File: src/rtl/prog_loader_pkg.sv
// Shared definitions for the byte-stream program loader: FSM encoding,
// frame field size and the word-to-byte address helper.
package prog_loader_pkg;

    typedef enum logic [2:0] {
        ST_IDLE  = 3'd0,
        ST_LEN   = 3'd1,
        ST_DATA  = 3'd2,
        ST_WRITE = 3'd3,
        ST_CSUM  = 3'd4,
        ST_DONE  = 3'd5,
        ST_ERR   = 3'd6
    } state_e;

    localparam int unsigned HDR_BYTES = 4;

    function automatic logic [31:0] word_addr(input logic [31:0] base,
                                              input logic [31:0] idx);
        return base + (idx << 2);
    endfunction

endpackage

File: src/rtl/prog_loader_packer.sv
// Little-endian byte-to-word assembler shared by the length, data and checksum
// fields; word_o is complete in the same cycle the fourth byte is accepted.
module prog_loader_packer
    import prog_loader_pkg::*;
(
    input  logic        clk,
    input  logic        rstn,
    input  logic        clr_i,
    input  logic        byte_valid_i,
    input  logic [7:0]  byte_i,
    output logic [31:0] word_o,
    output logic        word_valid_o
);

    localparam logic [1:0] LAST_IDX = 2'(HDR_BYTES - 1);

    logic [23:0] shift_q, shift_d;
    logic [1:0]  idx_q, idx_d;

    // Next-state for the shift register and byte index
    always_comb begin
        shift_d = shift_q;
        idx_d   = idx_q;
        if (clr_i) begin
            shift_d = 24'h00_0000;
            idx_d   = 2'd0;
        end else if (byte_valid_i) begin
            shift_d = {byte_i, shift_q[23:8]};
            idx_d   = idx_q + 2'd1;
        end else begin
            shift_d = shift_q;
            idx_d   = idx_q;
        end
    end

    // State registers
    always_ff @(posedge clk) begin
        if (!rstn) begin
            shift_q <= 24'h00_0000;
            idx_q   <= 2'd0;
        end else begin
            shift_q <= shift_d;
            idx_q   <= idx_d;
        end
    end

    assign word_o       = {byte_i, shift_q};
    assign word_valid_o = byte_valid_i && !clr_i && (idx_q == LAST_IDX);

endmodule

File: src/rtl/prog_loader.sv
// Program loader: parses a length/data/checksum byte frame, writes the data
// words to program RAM and releases the CPU hold once the checksum matches.
module prog_loader
    import prog_loader_pkg::*;
#(
    parameter int unsigned SIZE      = 1024,
    parameter logic [31:0] BASE_ADDR = 32'h0000_0000
) (
    input  logic        clk,
    input  logic        rstn,
    input  logic        start,
    input  logic [7:0]  rx_data,
    input  logic        rx_valid,
    output logic        rx_ready,
    output logic        mem_we,
    output logic [31:0] mem_addr,
    output logic [31:0] mem_wd,
    output logic        busy,
    output logic        done,
    output logic        err,
    output logic        cpu_hold
);

    localparam int unsigned CW = $clog2(SIZE + 1);

    state_e          state_q, state_d;
    logic [CW-1:0]   n_q, n_d;
    logic [CW-1:0]   idx_q, idx_d;
    logic [CW-1:0]   idx_inc_s;
    logic [31:0]     csum_q, csum_d;
    logic            rx_ready_q, rx_ready_d;
    logic            mem_we_q, mem_we_d;
    logic [31:0]     mem_addr_q, mem_addr_d;
    logic [31:0]     mem_wd_q, mem_wd_d;
    logic            busy_q, busy_d;
    logic            done_q, done_d;
    logic            err_q, err_d;
    logic            cpu_hold_q, cpu_hold_d;
    logic            pk_clr_s;
    logic            pk_fire_s;
    logic [31:0]     pk_word_s;
    logic            pk_wvalid_s;

    // A byte only moves when the registered ready was already high
    assign pk_fire_s = rx_valid && rx_ready_q;
    assign idx_inc_s = idx_q + CW'(1);

    prog_loader_packer u_packer (
        .clk          (clk),
        .rstn         (rstn),
        .clr_i        (pk_clr_s),
        .byte_valid_i (pk_fire_s),
        .byte_i       (rx_data),
        .word_o       (pk_word_s),
        .word_valid_o (pk_wvalid_s)
    );

    // Next-state and next-output logic
    always_comb begin
        state_d    = state_q;
        n_d        = n_q;
        idx_d      = idx_q;
        csum_d     = csum_q;
        mem_we_d   = 1'b0;
        mem_addr_d = mem_addr_q;
        mem_wd_d   = mem_wd_q;
        pk_clr_s   = 1'b0;

        case (state_q)
            ST_IDLE, ST_DONE, ST_ERR: begin
                if (start) begin
                    state_d  = ST_LEN;
                    n_d      = '0;
                    idx_d    = '0;
                    csum_d   = 32'h0000_0000;
                    pk_clr_s = 1'b1;
                end else begin
                    state_d = state_q;
                end
            end
            ST_LEN: begin
                if (pk_wvalid_s) begin
                    n_d = pk_word_s[CW-1:0];
                    if (pk_word_s == 32'h0000_0000) begin
                        state_d = ST_CSUM;
                    end else if (pk_word_s > 32'(SIZE)) begin
                        state_d = ST_ERR;
                    end else begin
                        state_d = ST_DATA;
                    end
                end else begin
                    state_d = ST_LEN;
                end
            end
            ST_DATA: begin
                if (pk_wvalid_s) begin
                    state_d    = ST_WRITE;
                    mem_we_d   = 1'b1;
                    mem_addr_d = word_addr(BASE_ADDR, 32'(idx_q));
                    mem_wd_d   = pk_word_s;
                end else begin
                    state_d = ST_DATA;
                end
            end
            ST_WRITE: begin
                csum_d  = csum_q + mem_wd_q;
                idx_d   = idx_inc_s;
                state_d = (idx_inc_s == n_q) ? ST_CSUM : ST_DATA;
            end
            ST_CSUM: begin
                if (pk_wvalid_s) begin
                    state_d = (pk_word_s == csum_q) ? ST_DONE : ST_ERR;
                end else begin
                    state_d = ST_CSUM;
                end
            end
            default: begin
                state_d = ST_IDLE;
            end
        endcase

        // Status outputs are registered decodes of the upcoming state
        rx_ready_d = (state_d == ST_LEN) || (state_d == ST_DATA) || (state_d == ST_CSUM);
        busy_d     = rx_ready_d || (state_d == ST_WRITE);
        done_d     = (state_d == ST_DONE);
        err_d      = (state_d == ST_ERR);
        cpu_hold_d = !done_d;
    end

    // State and output registers
    always_ff @(posedge clk) begin
        if (!rstn) begin
            state_q    <= ST_IDLE;
            n_q        <= '0;
            idx_q      <= '0;
            csum_q     <= 32'h0000_0000;
            rx_ready_q <= 1'b0;
            mem_we_q   <= 1'b0;
            mem_addr_q <= BASE_ADDR;
            mem_wd_q   <= 32'h0000_0000;
            busy_q     <= 1'b0;
            done_q     <= 1'b0;
            err_q      <= 1'b0;
            cpu_hold_q <= 1'b1;
        end else begin
            state_q    <= state_d;
            n_q        <= n_d;
            idx_q      <= idx_d;
            csum_q     <= csum_d;
            rx_ready_q <= rx_ready_d;
            mem_we_q   <= mem_we_d;
            mem_addr_q <= mem_addr_d;
            mem_wd_q   <= mem_wd_d;
            busy_q     <= busy_d;
            done_q     <= done_d;
            err_q      <= err_d;
            cpu_hold_q <= cpu_hold_d;
        end
    end

    assign rx_ready = rx_ready_q;
    assign mem_we   = mem_we_q;
    assign mem_addr = mem_addr_q;
    assign mem_wd   = mem_wd_q;
    assign busy     = busy_q;
    assign done     = done_q;
    assign err      = err_q;
    assign cpu_hold = cpu_hold_q;

endmodule

File: config.mk
export PLATFORM = sky130hd
export DESIGN_NAME = prog_loader
export DESIGN_NICKNAME = d
export VERILOG_FILES = /design/src/rtl/prog_loader_pkg.sv /design/src/rtl/prog_loader_packer.sv /design/src/rtl/prog_loader.sv
export SDC_FILE = /design/constraint.sdc
export NUM_CORES = 1
export LEC_CHECK = 0
export CORE_UTILIZATION = 55
export CTS_BUF_LIST = sky130_fd_sc_hd__clkbuf_2 sky130_fd_sc_hd__clkbuf_4 sky130_fd_sc_hd__clkbuf_8
export DETAILED_ROUTE_END_ITERATION = 10
export GPL_ROUTABILITY_DRIVEN = 0
export PLACE_DENSITY = 0.79
export SYNTH_ARGS = -nofsm -noshare
export SYNTH_HDL_FRONTEND = slang
export SYNTH_SLANG_ARGS = --single-unit
File: constraint.sdc
create_clock -name clk -period 3.05 [get_ports clk]
set_input_delay 0.61 -clock clk [delete_from_list [all_inputs] [get_ports clk]]
set_output_delay 0.61 -clock clk [all_outputs]
set_load 0.1 [all_outputs]
==> results.md <==
- Drt first pass iters: 7
- Crit-path max FO: 3
- Critical R2R Launch: mem_wd[0]
- Final-layout fill cell count: 1131
- Fin crit share: slightly above 90%
- Starting Density: 56.3%
- Slew @ Worst Pin: 0.832 ns
- F_max: between 0.3 and 0.4 GHz
- Layout area overhead: 15.5%
- Die W: approximately 120 µm
- Synthesis Warnings: 0
- Multi-input logic area: about 4200 µm²
- Data arrival, critical path: 3.20 ns
- Setup repair bufs after CTS: 0
- Hold Crit Class: reg2reg
- Reg2Reg Setup Slack: 0.20 ns
- Synth top area share: a little under two fifths
- Largest net degree at the start of global routing: 37
- Crit path time final: ~2.9 ns
- Number of nets in the layout: approximately 1k
- Post-synth top area cell: dfxtp_1
- Root buffer cell: clkbuf_8
- Number of DRC violations after detailed routing: 0
- Met1 Track Usage GR: between 30% and 40%
- Top FF cell, synth: dfxtp_1
- CTS buffer count: 17
- Required @ worst endpoint: between 3 and 4 ns
- Max-slew violations: 0
- Met3 usage: about 5.8%
- Maxcap violations: 0
- Post-route setup slack: slightly below 0.2 ns
- Via count: ~6.4k
- Met2 Usage GRT: approximately 45%
- Hold Startpoint: mem_addr[11]
- Post-synth ARST share: 0%
- Clk_skew: around 0.0098 ns
- Top post-synthesis cells by area: dfxtp_1, nand2_1, a21oi_1
- CP Launch Type: flip-flop
- CORE AREA: approximately 13000 µm²
- Distinct cells, synth: approximately 60
- Count leader, synth: nand2_1
- Clk pin slew, worst setup/hold paths: ~0.070 ns
- Clock Latency Late Sink: 0.46 ns
- EDFF count, synth: 0
- Sequential element share of the synthesized area: 37.2%
- RSZ-0062 raised after global routing: false
- CTS tree: done
- Cell area after synthesis: around 7100 µm²
- Run status: finished clean
- Placement Setup Slack: about 0.044 ns
- Iter 0 DRT Violations: just under 500
- Number of cells after detailed placement: 1114
- Power per Cell Area: approximately 450 nW/µm²
- Crit end category: flip-flop
- Initial antenna violation count: 0
- Longest Clk Path Bufs: 2
- Share of layout cells above drive strength 1: a little over an eighth
- Number of routed nets with antenna violations: 0
- Synthesized area per cell: between 7 and 8 µm²
- Final setup violation count: 0
- Setup TNS: 0 ns
- Final non-filler cell total: between 1k and 1.5k
- Setup Crit Path Kind: reg2reg
- Synth top cells by count: nand2_1, dfxtp_1, a21oi_1
- Worst VDD drop: 0.401 mV
- Vias in the first global route: 5579
- FF+latch area: between 2000 and 3000 µm²
- First-pass GRT wire length: 28.2 mm
- Crit path from: mem_wd[0]
- Fin. Hold Viols: 0
- Total inserted antenna cells: 0
- GR Overflow Total: 0
- Post-DP HPWL: 12.5 mm
- CP cell instances: ha_1 > fa_1 > a21o_1 > a21o_1 > a2111oi_4 > nor3_1 > nor3_2 > o31ai_1 > a31oi_1 > xor2_1 > o21ai_0
- Worst path most repeated cell: a21o_1
- Slew HR: ~44%
- Syn Inst Count: 900
- Crit path max-delay cell type: fa_1
- Vert. Die Dim: roughly 120 µm
- H-tree levels: 4
- IO Count: 82
- Port bufs: 60
- Yosys reg bits: between 100 and 150
- WL final: roughly 18 mm
- P_leak: roughly 3.5 nW
- Wire per inst: 15.4 µm
- Max incr delay on CP: between 0.4 and 0.5 ns
- CTS Sinks: roughly 130
- Row Count: between 40 and 50
- Die area: 13400 µm²
- Vias per Instance: about 5.6
- Most Crowded Layer GR: met2
- Overall Global Routing Usage: about 27%
-- cell usage in the layout (no fill, tap or decap), types with 10 or more instances in the layout --
cell type        instances
a21o_1                  15
a21oi_1                111
a22oi_1                 25
buf_4                   72
clkbuf_8                19
clkdlybuf4s50_1         11
conb_1                  21
dfxtp_1                129
ha_1                    33
inv_1                   13
nand2_1                182
nand3_1                 10
nor2_1                  69
nor4_1                  17
o21ai_0                 42
xnor2_1                 24
xor2_1                  49
-- metrics by stage --
stage	instance area, µm²	total power [mW]	hold slack [ns]	utilization (%)
after detailed placement	7780	2.18	0.449	61.6
final	8200	3.70	0.459	65.0
after CTS	8200	3.72	0.458	65.0
after global placement	7780	2.17	0.444	61.6
after global routing	8200	3.81	0.483	65.0
after floorplan	7180	2.10	0.440	-
-- registers in the layout, summed over array words and instances, names as in the netlist --
register	flops
busy	1
cpu_hold	1
csum_q	32
done	1
err	1
idx_q	11
mem_addr	11
mem_wd	32
mem_we	1
n_q	11
rx_ready	1
state_q	3
u_packer.idx_q	2
u_packer.shift_q	24
-- cell families after synthesis --
group	share of synthesized area, %
AND/OR/NAND/NOR	21.6
AO/OA/AOI/OAI	20.4
flip-flops	37.2
buffers and inverters	5.21
XOR/XNOR	9.00
adder cells (fa/ha/maj)	6.09
multiplexers	0.423
other	0.0528
-- routing by layer --
metal  up-vias  wire, µm
li1       3215         -
met1      2948      8050
met2       209      8210
met3        43      1000
met4         0       429
met5         -         0
-- critical path, delay by kind of cell (launching register included) --
kind                     cells  cell delay [ns]
AND/OR/NAND/NOR              2             0.35
AO/OA/AOI/OAI                6             1.25
XOR/XNOR                     1             0.16
adder cells (fa/ha/maj)      2             0.64
flip-flops                   1             0.34
-- where the power goes --
| part | leakage, nW | internal [mW] | switching, mW |
|---|---|---|---|
| sequential | 1.07 | 1.74 | 0.0239 |
| clock | 0.210 | 0.883 | 0.679 |
| combinational | 2.18 | 0.0867 | 0.293 |
| total | 3.46 | 2.71 | 0.996 |
-- path summary, 6_finish.rpt --
check / end / depth (start not counted)
worst max register to register: csum_q[28] / 11
worst min-delay path: mem_addr[11] / 2
worst min register to register: mem_addr[11] / 2
worst max-delay path: csum_q[28] / 11
-- what timing repair did --
item / 4_1_cts / 5_1_grt
hold buffers: 0 / 0
endpoints found under the setup margin: 0 / 3
gates resized for setup: 0 / 1
-- cell type report --
type | count | share of cell area, %
Timing Repair Buffer | 85 | 8.42
Clock buffer | 23 | 3.55
Inverter | 14 | 0.641
Clock inverter | 9 | 1.56
Multi-Input combinational cell | 711 | 50.9
Sequential cell | 132 | 32.3
Tap cell | 172 | 2.62
(Power assumes the default switching activity.)
